==> src/rtl/uart_pkg.sv <==
// Shared UART definitions: receive FSM states, default bit period, parity helper.
package uart_pkg;

  typedef enum logic [2:0] {
    IDLE,
    START,
    DATA,
    PARITY,
    STOP
  } uart_state_e;

  // 50 MHz system clock, 115200 baud.
  localparam int unsigned UART_BR_DEFAULT = 434;

  // Parity bit that makes the frame correct: even -> XOR of data, odd -> its inverse.
  // Unused upper bits must be zero.
  function automatic logic uart_parity(input logic [63:0] bits, input logic odd);
    return (^bits) ^ odd;
  endfunction

endpackage

==> src/rtl/uart_sync2.sv <==
// Two-flop synchronizer for an asynchronous single-bit input.
module uart_sync2 #(
  parameter logic RST_VAL = 1'b1
) (
  input  logic clk_i,
  input  logic rst_i,
  input  logic d_i,
  output logic q_o
);

  logic [1:0] sync_q;

  // Shift the input through two flops; reset to the line's idle level.
  always_ff @(posedge clk_i) begin
    if (rst_i) sync_q <= {2{RST_VAL}};
    else       sync_q <= {sync_q[0], d_i};
  end

  assign q_o = sync_q[1];

endmodule

==> src/rtl/uart_rx_byte.sv <==
// UART receiver: mid-bit sampling, start-glitch rejection, parity and framing checks.
// DATA_WIDTH must be at least 2.
module uart_rx_byte
  import uart_pkg::*;
#(
  parameter int unsigned BR         = UART_BR_DEFAULT,
  parameter int unsigned DATA_WIDTH = 8,
  parameter bit          PARITY_EN  = 1'b1,
  parameter bit          PARITY_ODD = 1'b0
) (
  input  logic                  clk,
  input  logic                  rst,
  input  logic                  rx,
  input  logic                  rx_en,
  output logic [DATA_WIDTH-1:0] data,
  output logic                  data_vld,
  output logic                  parity_err,
  output logic                  frame_err,
  output logic                  busy
);

  localparam int unsigned CNT_W = $clog2(BR);
  localparam int unsigned BIT_W = $clog2(DATA_WIDTH + 1);
  localparam logic [CNT_W-1:0] HALF_M1  = CNT_W'(BR / 2 - 1);
  localparam logic [CNT_W-1:0] FULL_M1  = CNT_W'(BR - 1);
  localparam logic [BIT_W-1:0] LAST_BIT = BIT_W'(DATA_WIDTH - 1);

  logic rx_s;

  uart_sync2 #(.RST_VAL(1'b1)) u_sync (
    .clk_i (clk),
    .rst_i (rst),
    .d_i   (rx),
    .q_o   (rx_s)
  );

  uart_state_e           state_q, state_d;
  logic [CNT_W-1:0]      br_cnt_q, br_cnt_d;
  logic [BIT_W-1:0]      bit_cnt_q, bit_cnt_d;
  logic [DATA_WIDTH-1:0] shift_q, shift_d;
  logic                  par_bad_q, par_bad_d;
  logic [DATA_WIDTH-1:0] data_q, data_d;
  logic                  data_vld_q, data_vld_d;
  logic                  parity_err_q, parity_err_d;
  logic                  frame_err_q, frame_err_d;

  // State, counters and output registers.
  always_ff @(posedge clk) begin
    if (rst) begin
      state_q      <= IDLE;
      br_cnt_q     <= '0;
      bit_cnt_q    <= '0;
      shift_q      <= '0;
      par_bad_q    <= 1'b0;
      data_q       <= '0;
      data_vld_q   <= 1'b0;
      parity_err_q <= 1'b0;
      frame_err_q  <= 1'b0;
    end else begin
      state_q      <= state_d;
      br_cnt_q     <= br_cnt_d;
      bit_cnt_q    <= bit_cnt_d;
      shift_q      <= shift_d;
      par_bad_q    <= par_bad_d;
      data_q       <= data_d;
      data_vld_q   <= data_vld_d;
      parity_err_q <= parity_err_d;
      frame_err_q  <= frame_err_d;
    end
  end

  // Next-state logic: one sample per bit, taken when the bit-period counter expires.
  always_comb begin
    state_d      = state_q;
    br_cnt_d     = br_cnt_q;
    bit_cnt_d    = bit_cnt_q;
    shift_d      = shift_q;
    par_bad_d    = par_bad_q;
    data_d       = data_q;
    data_vld_d   = 1'b0;
    parity_err_d = parity_err_q;
    frame_err_d  = frame_err_q;

    unique case (state_q)
      IDLE: begin
        if (rx_en && !rx_s) begin
          state_d  = START;
          br_cnt_d = '0;
        end
      end
      START: begin
        if (br_cnt_q == HALF_M1) begin
          br_cnt_d = '0;
          if (rx_s) begin
            state_d = IDLE;
          end else begin
            state_d   = DATA;
            bit_cnt_d = '0;
            par_bad_d = 1'b0;
          end
        end else begin
          br_cnt_d = br_cnt_q + 1'b1;
        end
      end
      DATA: begin
        if (br_cnt_q == FULL_M1) begin
          br_cnt_d  = '0;
          shift_d   = {rx_s, shift_q[DATA_WIDTH-1:1]};
          bit_cnt_d = bit_cnt_q + 1'b1;
          if (bit_cnt_q == LAST_BIT) state_d = PARITY_EN ? PARITY : STOP;
        end else begin
          br_cnt_d = br_cnt_q + 1'b1;
        end
      end
      PARITY: begin
        if (br_cnt_q == FULL_M1) begin
          br_cnt_d  = '0;
          par_bad_d = (rx_s != uart_parity(64'(shift_q), PARITY_ODD));
          state_d   = STOP;
        end else begin
          br_cnt_d = br_cnt_q + 1'b1;
        end
      end
      STOP: begin
        if (br_cnt_q == FULL_M1) begin
          br_cnt_d     = '0;
          state_d      = IDLE;
          data_vld_d   = 1'b1;
          data_d       = shift_q;
          parity_err_d = PARITY_EN ? par_bad_q : 1'b0;
          frame_err_d  = ~rx_s;
        end else begin
          br_cnt_d = br_cnt_q + 1'b1;
        end
      end
      default: state_d = IDLE;
    endcase
  end

  assign data       = data_q;
  assign data_vld   = data_vld_q;
  assign parity_err = parity_err_q;
  assign frame_err  = frame_err_q;
  assign busy       = (state_q != IDLE);

endmodule

==> config.mk <==
export PLATFORM = sky130hd
export DESIGN_NAME = uart_rx_byte
export DESIGN_NICKNAME = d
export VERILOG_FILES = /design/src/rtl/uart_pkg.sv /design/src/rtl/uart_sync2.sv /design/src/rtl/uart_rx_byte.sv
export SDC_FILE = /design/constraint.sdc
export NUM_CORES = 1
export LEC_CHECK = 0
export ABC_AREA = 1
export BUFFER_PORTS_ARGS = -buffer_cell sky130_fd_sc_hd__buf_2
export CAP_MARGIN = 30
export CORE_MARGIN = 2
export CORE_UTILIZATION = 30
export DETAILED_ROUTE_END_ITERATION = 6
export PLACE_DENSITY_LB_ADDON = 0.12
export SLEW_MARGIN = 10
export SYNTH_ARGS = -nofsm -noshare
export SYNTH_HDL_FRONTEND = slang
export SYNTH_SLANG_ARGS = --single-unit
==> constraint.sdc <==
create_clock -name clk -period 1.3 [get_ports clk]
set_clock_uncertainty 0.05 [all_clocks]
set_input_delay 0.13 -clock clk [delete_from_list [all_inputs] [get_ports clk]]
set_output_delay 0.13 -clock clk [all_outputs]
set_load 0.02 [all_outputs]
Word level (Yosys, flattened, before mapping)
Index checks and enable logic that the tools add are counted.
{ "totals": {"reg_bits": 38, "in_bits": 4, "output_inout_bits": 12} }
{ "classes": {"n_addsub": 2, "n_eq_ne": 15, "mux": 21, "n_bitwise": 2, "n_reduce_logical": 16} }
{ "ops": {"columns": ["operator", "count"], "rows": [
  ["parity 64 bit", 1],
  ["two-way mux 9 bit", 3],
  ["one-hot mux 9 bit (3 select lines)", 1],
  ["two-way mux 3 bit", 6],
  ["one-hot mux 3 bit (5 select lines)", 1],
  ["inequality test 2 bit (second input constant)", 7],
  ["two-way mux 4 bit", 3],
  ["adder 9 x 1 -> 9 bit (second input constant)", 1],
  ["== test 9 x 8 -> 1 bit (second input constant)", 1],
  ["== test 9 bit (second input constant)", 1],
  ["one-hot mux 4 bit (2 select lines)", 1],
  ["AND reduction 4 bit", 2],
  ["== test 3 x 2 -> 1 bit (second input constant)", 2],
  ["AND reduction 2 bit", 3],
  ["AND reduction 6 bit", 1],
  ["nonzero test 3 bit", 2],
  ["adder 4 x 1 -> 4 bit (second input constant)", 1],
  ["== test 4 x 3 -> 1 bit (second input constant)", 1],
  ["two-way mux 1 bit", 4],
  ["nonzero test 2 bit", 2],
  ["== test 3 x 1 -> 1 bit (second input constant)", 1],
  ["== test 3 bit (second input constant)", 1],
  ["logical NOT 3 bit", 1],
  ["OR reduction 3 bit", 1],
  ["7 further kinds", 8]
]} }

Depth between registers and ports, before layout
Gate-level depths: netlist of run 1.
{ "depth": {"depth_word": 4, "depth_mapped": 11, "depth_no_buf": 11} }

Hierarchy
A second synthesis of run 1 with hierarchy kept.
{ "unflattened": {"hier_cells": 269, "area_unflattened_um2": 1870.5} }
{ "modules_own_cells": {"columns": ["mod", "n_inst", "cells_each", "area_each_um2", "seq_area_each_um2"], "rows": [
  ["uart_rx_byte", 1, 262, 1811.7, 720.7],
  ["uart_sync2", 1, 7, 58.8, 40.0]
]} }

Worst setup path after synthesis of run 1
Ideal clock, no wire load.
{ "synth_path": {"path_type": "register to register", "start": "register br_cnt_q[0]", "end": "register br_cnt_q[8]", "setup_time_ns": 0.121, "t_arrival_ns": 1.226, "slack_ns": -0.097, "stages_incl_launch_ff": 9, "path_buffers": 0, "period_less_slack_ns": 1.397, "cell_sequence": "dfxtp_1 ha_1 nand2_1 nor2_1 nand2_1 nor2_1 inv_1 nor3_1 nor3_2"} }
{ "synth_between": {"elab_chain_len": 3} }
{ "synth_lines": {"columns": ["element", "line_no", "source"], "rows": [
  ["start, declared", "uart_rx_byte.sv:38", "logic [CNT_W-1:0] br_cnt_q, br_cnt_d;"],
  ["start signal, assigned", "uart_rx_byte.sv:61", "br_cnt_q <= br_cnt_d;"],
  ["adder 9 x 1 -> 9 bit (tied with other cells)", null, null],
  ["two-way mux 9 bit, on equally long branches", null, null],
  ["one-hot mux 9 bit (3 select lines) (*)", "uart_rx_byte.sv:84", "unique case (state_q)"]
]} }
Every way passes the cells marked *; elsewhere a longest branch is shown, timed or not.
A chain may end at the register's enable or synchronous reset.

Final worst setup path of run 1
{ "layout_path": {"start": "register br_cnt_q[1]", "end": "register br_cnt_q[8]"} }
Same word-level chain as after synthesis.

==> results of run 1 <==
worst min path at each step:
stage               start                to  cells past startpoint
detailed placement     rx  u_sync.sync_q[0]                      2
finish                rst        parity_err                      3
CTS                   rst        state_q[2]                      3
global placement       rx  u_sync.sync_q[0]                      2
global route          rst           data[3]                      3
floorplan              rx  u_sync.sync_q[0]                      1
critical path: stages, from the launching register on:
cell and delay, ns:
dfxtp_2 0.36, buf_4 0.12, ha_2 0.16, nand2_1 0.06, nor2_2 0.09, nand2_1 0.07
nor2_2 0.12, inv_2 0.06, nor3_2 0.17, nor3_2 0.06
sequential cells by signal (all words and copies together), names as in the netlist:
register,count
bit_cnt_q,4
br_cnt_q,9
data,8
data_vld,1
frame_err,1
par_bad_q,1
parity_err,1
shift_q,8
state_q,3
u_sync.sync_q,2
through the flow:
step | worst slack (ns) | cell area [um2] | util [%] | hold slack, ns | std cells
final | -0.131 | 2860 | 47.8 | 0.242 | 404
after global routing | -0.240 | 2860 | 47.8 | 0.253 | 404
after CTS | -0.117 | 2580 | 43.0 | 0.211 | 401
after detailed placement | -0.180 | 2380 | 39.7 | 0.267 | 390
after global placement | -0.174 | 2380 | 39.7 | 0.264 | 390
after floorplan | -0.0226 | 1930 | - | 0.184 | 265
Yosys cell counts:
cell	count	share of area, %
a21boi_0	1	0.40
a21oi_1	25	6.6
a21oi_2	2	0.93
a31oi_1	2	0.66
buf_2	3	0.79
buf_4	1	0.40
buf_6	2	1.2
clkbuf_1	2	0.40
dfxtp_1	38	40
ha_1	4	2.6
inv_1	29	5.8
inv_2	4	0.79
nand2_1	64	13
nand2_2	6	2.0
nand2_4	1	0.60
nand3_1	25	6.6
nand3_2	1	0.53
nand4_1	4	1.3
nor2_1	18	3.6
nor2_2	2	0.66
nor2_8	1	1.1
nor3_1	1	0.26
nor3_2	3	1.6
nor3b_1	1	0.40
o211ai_1	1	0.40
o21ai_0	14	3.7
o21ai_1	2	0.53
o22ai_1	1	0.33
or2_1	1	0.33
or2_2	2	0.66
xnor2_1	2	0.93
xor2_1	2	0.93
cells by family after synthesis:
logic type	after synthesis	synth area share, %
xor+xnor	4	1.85
simple gates	130	32.3
buf+inv	41	9.34
flops	38	40.3
fa+ha+maj	4	2.65
compound gates	48	13.6
layout by cell type, fill, tap and decap left out, types with 2 or more instances in the layout:
cell	n
inv_1	23
nand2_1	43
ha_4	2
or2_2	2
buf_6	6
buf_12	2
nand3_1	19
nor3_2	3
a21oi_1	14
nand4_1	4
nand2_4	14
nand2_8	2
dfxtp_1	33
nor2_2	4
o21ai_0	8
dfxtp_4	4
a21oi_2	13
buf_2	14
inv_2	4
nor2_1	13
a31oi_1	2
inv_4	4
o21ai_2	7
clkbuf_8	5
nand3_2	7
xnor2_1	2
clkinv_2	2
xor2_1	2
buf_4	41
nand2_2	13
nor2_4	3
what timing repair did:
action / in CTS / in global routing
gates resized for setup: 30 / 73
pin swaps: 6 / 14
endpoints found under the setup margin: 37 / 37
cloned: 0 / 1
setup buffers: 3 / 2
hold endpoints to repair: 1 / 0
hold buffers: 1 / 0
power groups by stage:
stage	Clock [W]	Combinational [W]	Sequential (W)
2_1_floorplan	0	0.000198	0.00123
3_3_place_gp	0	0.000313	0.00123
3_5_place_dp	0	0.000311	0.00123
4_1_cts	0.000843	0.000373	0.00121
5_1_grt	0.000884	0.000482	0.00122
6_report	0.000789	0.000443	0.00121
area by class of cell:
type | instances | area, um2 | area share (%)
repair buffers | 64 | 495 | 17.3
multi-input cells | 187 | 1270 | 44.4
flip-flops and latches | 38 | 777 | 27.1
well taps | 75 | 93.8 | 3.28
clock inverters | 2 | 10.0 | 0.350
inverters | 33 | 146 | 5.11
clock buffers | 5 | 68.8 | 2.40
layer usage:
layer	GRT usage [%]	wire length (um)
met1	19.2	2360
met2	19.7	2070
met3	3.48	134
met4	4.92	69
met5	0	0
==> flow_metrics.tcl, run 1 <==
set metrics [dict create \
    status "finished with violations" \
    violations_in_the_final_reports "negative setup slack" \
    timing.rr.end "br_cnt_q[8]" \
    timing.setup.tns_ns -3.07 \
    drt_pre_antenna_iters 4 \
    achievable_freq_mhz 699 \
    r2r_start "br_cnt_q[1]" \
    postRouteAntennaNets 0 \
    routedWlPerCell_um 11.5 \
    fin_ws_ns -0.131 \
    clock_tree.buffer_depth 2 \
    core_region_area_um2 5990 \
    post_synthesis_register_bit_count 38 \
    htree_num_levels 2 \
    grt_start_max_net_pins 21 \
    static-leakage-power_nw 1.25 \
    drt_iter0_drcs 100 \
    tritoncts "yes" \
    clk_pin_slew_worst_paths_ns 0.08 \
    clock_latency_on_the_worst_skew_pair_ns 0.29 \
    fill_cells 584 \
    post_synth.cell_area_avg_um2 7.13 \
    finalHoldViolCount 0 \
    timing.final.crit_period_ns 1.43 \
    die_area_um2 6950 \
    route.vias.total 1835 \
    clock-root-buffer "clkbuf_8" \
    finalWeightedCongestion 0.803 \
    grt.overflow.total 0 \
    number_of_antenna_violations_at_the_first_check_in_global_routing 0 \
    vias_per_cell 4.54 \
    min_period_over_period_pct 110 \
    sw_ratio_pct 28.8 \
    cts_inserted_buffers 5 \
    worstSetupEndpoint "br_cnt_q[8]" \
    startpoint "br_cnt_q[1]" \
    critical_path_peak_fanout 2 \
    synth-warning-count 0 \
    nNetsFinal 337 \
    grt_pass1_vias 1643 \
    peakVddDrop_mv 0.347 \
    finalSetupViolations 34 \
    comb_power_share_pct 18.1 \
    total_power_w 0.00245 \
    ff2ff_path_depth 9 \
    drive_above_1_share_pct 48.3 \
    syn_to_final_growth_pct 51.5 \
    max_slew_margin_pct 77.0 \
    synth_nets 273 \
    netlist_area_um2 1890 \
    cts_num_sinks 38 \
    port-buffer-count 15 \
    starting_utilization_of_the_core_area_pct 31.5 \
    critPathLaunchType "flip-flop" \
    critPathArrivalTime_ns 1.57 \
    synth.distinct_cells 32 \
    path_class "flip-flop to flip-flop" \
    wire_length_of_the_first_global_routing_pass_mm 7.60 \
    grt_setup_unrepaired "yes" \
    synthCells 265 \
    power.sequential.fraction_pct 49.6 \
    ant_diodes 0 \
    endpoint_kind "flip-flop" \
    synth-seq-area-share_pct 40.3 \
    max_cap_viol_count 0 \
    die_height_um 83.4 \
    power_frac_clock_pct 32.3 \
    total_routing_resource_utilization_after_global_routing_pct 13.6 \
    hpwlAfterDp_mm 3.25 \
    ios 16 \
    postRouteWirelength_mm 4.63 \
    fp-row-count 28 \
    finalMaxSlewViolations 0 \
    dieWidth_um 83.4 \
    tightest_slew_ns 0.342 \
    power.internal_w 0.00174 \
    ff2ff_setup_slack_ns -0.13 \
    power.net_switching_w 0.000705 \
    cellPowerDensity_nw_per_um2 854 \
    post-route-drc-count 0 \
    critPathRequiredTime_ns 1.43 \
    min-delay-path-class "input port to flip-flop" \
]
Note: power is estimated with default switching activity, not from simulation.
==> run 2: changes to the inputs <==
--- a/config.mk
+++ b/config.mk
@@ -15,4 +15,5 @@
 export SLEW_MARGIN = 10
 export SYNTH_ARGS = -nofsm -noshare
 export SYNTH_HDL_FRONTEND = slang
+export SYNTH_HIERARCHICAL = 1
 export SYNTH_SLANG_ARGS = --single-unit
==> run 2 against run 1 <==
  * The run still ends with negative setup slack left
  * Critical path type unchanged
  * Hold slack got worse by 0.090 ns
  * Synthesized cell count increased by 1.5%
  * Critical path depth decreased by 2
  * Maximum frequency decreased by 3.0%
  * Utilization decreased by 0.94 points
  * Highest routed layer unchanged
  * Sequential power increased by 7%
  * Clock-buffer cell count increased by 1
  * Power increased by 53%
  * Largest cell class unchanged
  * Non-clock buffer count decreased by 2
  * Critical endpoint is now data[0]
==> flow_metrics.tcl, run 2 <==
set metrics [dict create \
    largest_register_ff_count 9 \
    netlist_area_um2 1870 \
    critical-path-max-stage-delay_ns 0.39 \
    postRouteAntennaNets 0 \
    achievable_freq_mhz 678 \
    violations_in_the_final_reports "negative setup slack" \
    timing.final.crit_period_ns 1.48 \
    critPathLaunchType "flip-flop" \
    comb_power_share_pct 34.2 \
    hold_ws_ns 0.152 \
    tritoncts "yes" \
    nNetsFinal 342 \
    critPathRequiredTime_ns 1.44 \
    fin_ws_ns -0.175 \
    wire_length_of_the_first_global_routing_pass_mm 8.17 \
    cellPowerDensity_nw_per_um2 1340 \
    fp-row-count 28 \
    drt_iter0_drcs 102 \
    grt_start_max_net_pins 26 \
    finalMaxSlewViolations 0 \
    critPathArrivalTime_ns 1.62 \
    total_routing_resource_utilization_after_global_routing_pct 14.4 \
    die_height_um 83.0 \
    hpwlAfterDp_mm 3.23 \
    layout.cells.most_common "nand2_1" \
    path_class "flip-flop to flip-flop" \
    finish.instance_area_um2 2810 \
    power_frac_clock_pct 31.0 \
    finalSetupViolations 36 \
    crit_path_top_delay_cell "dfxtp_4" \
    cp_top_family "simple AND/OR/NAND/NOR gates" \
    post_synthesis_register_bit_count 38 \
    tightest_slew_ns 0.364 \
    max_slew_margin_pct 75.7 \
    route.vias.total 1841 \
    starting_utilization_of_the_core_area_pct 31.2 \
    clock_tree.buffer_depth 2 \
    total_power_w 0.00375 \
    min-delay-path-class "input port to flip-flop" \
    post_synth.cell_area_avg_um2 6.95 \
    endpoint_kind "flip-flop" \
    vias_per_cell 4.49 \
    post-route-drc-count 0 \
    routedWlPerCell_um 11.6 \
    ios 16 \
    grt_setup_unrepaired "yes" \
    power.internal_w 0.00249 \
    final_core_util_pct 46.8 \
    yosysMostFrequentCell "nand2_1" \
    cp_cell_sequence "ha_4 -> nand2_4 -> nor2_4 -> nand2_4 -> or2_4 -> o21ai_2 -> a21oi_1" \
    port-buffer-count 15 \
    netlist.area_leader.share_pct 40.7 \
    finalWeightedCongestion 0.868 \
    core_region_area_um2 5990 \
    synth-seq-area-share_pct 40.7 \
    die_area_um2 6880 \
    cts_num_sinks 38 \
    dieWidth_um 83.0 \
    power.net_switching_w 0.00127 \
    layout_common_cells "51 x nand2_1, 43 x buf_4, 39 x inv_1" \
    top_register "br_cnt_q" \
    grt.overflow.total 0 \
    drt_pre_antenna_iters 4 \
    clock_latency_on_the_worst_skew_pair_ns 0.30 \
    cp.buffers_inverters 0 \
    synth_enable_flop_cells 0 \
    htree_num_levels 2 \
    async_flop_share_pct 0 \
    ant_diodes 0 \
    status "finished with violations" \
    finalHoldViolCount 0 \
    power.sequential.fraction_pct 34.8 \
    drive_above_1_share_pct 42.7 \
    grt_pass1_vias 1764 \
    synth.distinct_cells 27 \
    critical_path_peak_fanout 6 \
    synthTopCellsByCount "58 x nand2_1, 46 x inv_1, 38 x dfxtp_1" \
    max_cap_viol_count 0 \
    syn_to_final_growth_pct 50.0 \
    static-leakage-power_nw 1.28 \
    synthCells 269 \
    clock-root-buffer "clkbuf_8" \
    number_of_antenna_violations_at_the_first_check_in_global_routing 0 \
    peakVddDrop_mv 0.643 \
    fill_cells 604 \
    synth-warning-count 6 \
    clk_pin_slew_worst_paths_ns 0.09 \
    synth_nets 277 \
    critPathMostFrequentCell "nand2_4" \
    synth_top_flop_cell "dfxtp_1" \
    synth_area_leader_cell "dfxtp_1" \
    postRouteWirelength_mm 4.74 \
    cts_inserted_buffers 5 \
    sw_ratio_pct 33.7 \
    placed_area_um2 2360 \
    min_period_over_period_pct 113 \
    area_contributors_post_synth "dfxtp_1 41%, nand2_1 12%, inv_1 9.2%, a21oi_1 7.2%, nand3_1 5.9%" \
]
-- run 2: cell types whose count changed after synthesis, sizes merged, moves of 2 or more --
| cell | delta |
|---|---|
| buf | -3 |
| inv | +14 |
| nand2 | -12 |
| nand3 | -2 |
| o21a | +2 |
| o21ai | +10 |
| or2 | -2 |
| xnor2 | -2 |
-- run 2: logic make-up after synthesis --
| kind of cell | synth area share [%] |
|---|---|
| compound gates | 16.9 |
| flops | 40.7 |
| fa+ha+maj | 2.68 |
| xor+xnor | 1.40 |
| simple gates | 26.9 |
| buf+inv | 11.5 |
-- run 2: layout make-up --
| type | count | area, um2 | share of cell area [%] |
|---|---|---|---|
| multi-input cells | 180 | 1160 | 41.3 |
| flip-flops and latches | 38 | 785 | 28.0 |
| repair buffers | 62 | 457 | 16.3 |
| inverters | 47 | 179 | 6.38 |
| clock buffers | 6 | 93.8 | 3.34 |
| well taps | 75 | 93.8 | 3.34 |
| clock inverters | 2 | 38.8 | 1.38 |
-- run 2: stage by stage --
step                TNS (ns)  setup WS, ns  cells
finish                 -4.06        -0.175    410
global route           -6.97        -0.263    410
CTS                    -4.87        -0.191    407
detailed placement     -5.07        -0.226    395
global placement       -4.91        -0.217    395
floorplan              -1.71        -0.137    269
-- run 2: final timing paths --
check | start | endpoint | slack [ns] | cells after the start
setup / recovery | br_cnt_q[0] | data[0] | -0.18 | 7
hold reg to reg | u_sync/sync_q[0] | u_sync/sync_q[1] | 0.37 | 2
hold / removal | rst | br_cnt_q[6] | 0.15 | 3
setup reg to reg | br_cnt_q[0] | data[0] | -0.18 | 7
-- run 2: power by group through the flow --
stage	registers, W	logic (W)	clock network [W]
2_1_floorplan	0.00131	0.000584	0
4_1_cts	0.00130	0.00120	0.00120
6_report	0.00130	0.00129	0.00116
3_5_place_dp	0.00131	0.00105	0
5_1_grt	0.00132	0.00145	0.00123
3_3_place_gp	0.00131	0.00106	0
-- run 2: what timing repair did --
action,CTS,global route
gates cloned,2,0
buffers inserted,1,3
setup endpoints to repair,37,37
pin swaps,17,13
gates resized for setup,32,57
hold buffers,1,0
endpoints found under the hold margin,1,0
-- run 2: worst min-delay path, delay by kind of cell --
family          cells  cell delay (ns)
buf+inv             2             0.29
compound gates      1             0.04
-- run 2: metal layers --
layer | vias to the layer above | GRT usage [%] | share of wire [%]
met3 | 10 | 3.38 | 3.4
met1 | 807 | 20.0 | 51
met4 | 0 | 6.11 | 1.9
li1 | 993 | - | -
met5 | - | 0 | 0
met2 | 31 | 21.3 | 43
==> run 3: changes to the inputs <==
--- a/config.mk
+++ b/config.mk
@@ -6,11 +6,12 @@
 export NUM_CORES = 1
 export LEC_CHECK = 0
 export ABC_AREA = 1
-export BUFFER_PORTS_ARGS = -buffer_cell sky130_fd_sc_hd__buf_2
 export CAP_MARGIN = 30
 export CORE_MARGIN = 2
 export CORE_UTILIZATION = 30
 export DETAILED_ROUTE_END_ITERATION = 6
+export DONT_BUFFER_PORTS = 1
+export HOLD_SLACK_MARGIN = 0.02
 export PLACE_DENSITY_LB_ADDON = 0.12
 export SLEW_MARGIN = 10
 export SYNTH_ARGS = -nofsm -noshare
==> run 3 against run 2 <==
  * The run still ends with negative setup slack left
  * Non-clock buffer count is 12 lower
  * Setup slack better by 0.0091 ns
  * Maximum frequency is 0.62% higher
  * Largest power group is now combinational cells
  * Combinational power is 10% higher
==> flow_metrics.tcl, run 3 (synthesis gave the netlist of run 2 again) <==
set metrics [dict create \
    status "finished with violations" \
    violations_in_the_final_reports "negative setup slack" \
    vias_per_cell 4.62 \
    cellPowerDensity_nw_per_um2 1410 \
    post_layout_nonfiller_instances 398 \
    number_of_antenna_violations_at_the_first_check_in_global_routing 0 \
    wire_length_of_the_first_global_routing_pass_mm 7.87 \
    finalMaxSlewViolations 0 \
    die_height_um 83.0 \
    core_region_area_um2 5990 \
    max_cap_viol_count 0 \
    fill_cells 602 \
    top_register "br_cnt_q" \
    endpoint_kind "flip-flop" \
    postRouteAntennaNets 0 \
    port-buffer-count 0 \
    drive_above_1_share_pct 39.9 \
    layout_common_cells "50 x nand2_1, 39 x buf_4, 38 x inv_1" \
    cts_inserted_buffers 5 \
    min-delay-path-class "input port to flip-flop" \
    cts_num_sinks 38 \
    total_power_w 0.00397 \
    drt_iter0_drcs 37 \
    timing.rr.end "frame_err" \
    dieWidth_um 83.0 \
    htree_num_levels 2 \
    crit_path_top_delay_cell "dfxtp_2" \
    route.vias.total 1839 \
    starting_utilization_of_the_core_area_pct 31.2 \
    drt_pre_antenna_iters 4 \
    critPathLaunchType "flip-flop" \
    timing.final.crit_period_ns 1.47 \
    achievable_freq_mhz 682 \
    grt_start_max_net_pins 24 \
    ios 16 \
    peakVddDrop_mv 0.655 \
    critPathRequiredTime_ns 1.48 \
    fp-row-count 28 \
    finalSetupViolations 36 \
    static-leakage-power_nw 1.22 \
    finalHoldViolCount 0 \
    ant_diodes 0 \
    postRouteWirelength_mm 4.79 \
    layout.cells.most_common "nand2_1" \
    critical_path_peak_fanout 6 \
    finalWeightedCongestion 0.795 \
    ff2ff_path_depth 8 \
    max_slew_margin_pct 57.5 \
    path_class "flip-flop to flip-flop" \
    ff2ff_setup_slack_ns -0.17 \
    worstSetupEndpoint "frame_err" \
    clk_pin_slew_worst_paths_ns 0.09 \
    total_routing_resource_utilization_after_global_routing_pct 14.1 \
    critPathArrivalTime_ns 1.65 \
    grt_pass1_vias 1723 \
    clock_latency_on_the_worst_skew_pair_ns 0.29 \
    grt_setup_unrepaired "yes" \
    clock_tree.buffer_depth 2 \
    hold_ws_ns 0.296 \
    tightest_slew_ns 0.637 \
    clock-root-buffer "clkbuf_8" \
    hpwlAfterDp_mm 3.10 \
    routedWlPerCell_um 12.0 \
    die_area_um2 6880 \
    critical-path-max-stage-delay_ns 0.35 \
    place.detailed.instances 375 \
    startpoint "br_cnt_q[1]" \
    min_period_over_period_pct 113 \
    syn_to_final_growth_pct 50.8 \
    post-route-drc-count 0 \
    fin_ws_ns -0.166 \
    tritoncts "yes" \
    grt.overflow.total 0 \
    place_ws_ns -0.206 \
    nNetsFinal 330 \
    largest_register_ff_count 9 \
    r2r_start "br_cnt_q[1]" \
    cp_cell_sequence "inv_4 -> ha_4 -> nand2_2 -> nor2_4 -> nand2_4 -> or2_4 -> buf_12 -> a21oi_2" \
]
[run 3: cell types whose count changed in the layout (fill, tap and decap cells not counted), sizes merged]
cell	previous run	this run
clkbuf	6	5
buf	61	46
bufinv	1	2
dlygate4sd3	1	3
dlymetal6s4s	0	1
[run 3: area by class of cell]
type	instances	area [um2]	share of cell area (%)
Inverter	47	181	6.43
Multi-Input combinational cell	180	1190	42.1
Clock inverter	3	68.8	2.44
Clock buffer	5	68.8	2.44
Tap cell	75	93.8	3.33
Timing Repair Buffer	50	440	15.6
Sequential cell	38	779	27.6
[run 3: worst max-delay path, delay by kind of cell, from the launching register on]
kind	cells	cell delay, ns
AND/OR/NAND/NOR	4	0.59
AO/OA/AOI/OAI	1	0.09
flip-flops	1	0.35
adder cells (fa/ha/maj)	1	0.12
buffers and inverters	2	0.22
[run 3: repair_timing]
action                                 in CTS  in global routing
resized for setup                          32                 63
pin swaps                                   5                 19
setup buffers                               4                  6
gates cloned                                2                  0
hold buffers                                4                  0
endpoints found under the hold margin      15                  0
setup endpoints to repair                  37                 37
[run 3: worst min path at each step]
stage          start  slack, ns  cells after the start               end
3_3_place_gp     rst       0.15                      1         par_bad_q
2_1_floorplan     rx       0.16                      2  u_sync/sync_q[0]
4_1_cts        rx_en       0.36                      6       br_cnt_q[7]
3_5_place_dp     rst       0.15                      1         par_bad_q
6_report       rx_en       0.30                      6       br_cnt_q[7]
5_1_grt        rx_en       0.32                      6       br_cnt_q[6]
[run 3: routing by layer]
metal	track usage [%]	vias up	wire, um
met3	4.37	2	121
met2	22.1	25	2240
met5	0	-	0
met4	4.32	0	33
li1	-	968	-
met1	18.6	844	2390
[run 3: per-stage QoR]
step / instance area [um2] / TNS (ns) / util (%)
2_1_floorplan: 1900 / -1.71 / -
3_5_place_dp: 2270 / -4.70 / 37.9
5_1_grt: 2820 / -7.50 / 47.1
6_report: 2820 / -4.33 / 47.1
3_3_place_gp: 2270 / -4.75 / 37.9
4_1_cts: 2570 / -5.53 / 42.9
[run 3: power by group]
part | switching [W] | internal, W | leakage, nW
clock | 0.000450 | 0.000769 | 0.0683
combinational | 0.000774 | 0.000650 | 0.839
sequential | 0.0000894 | 0.00124 | 0.311
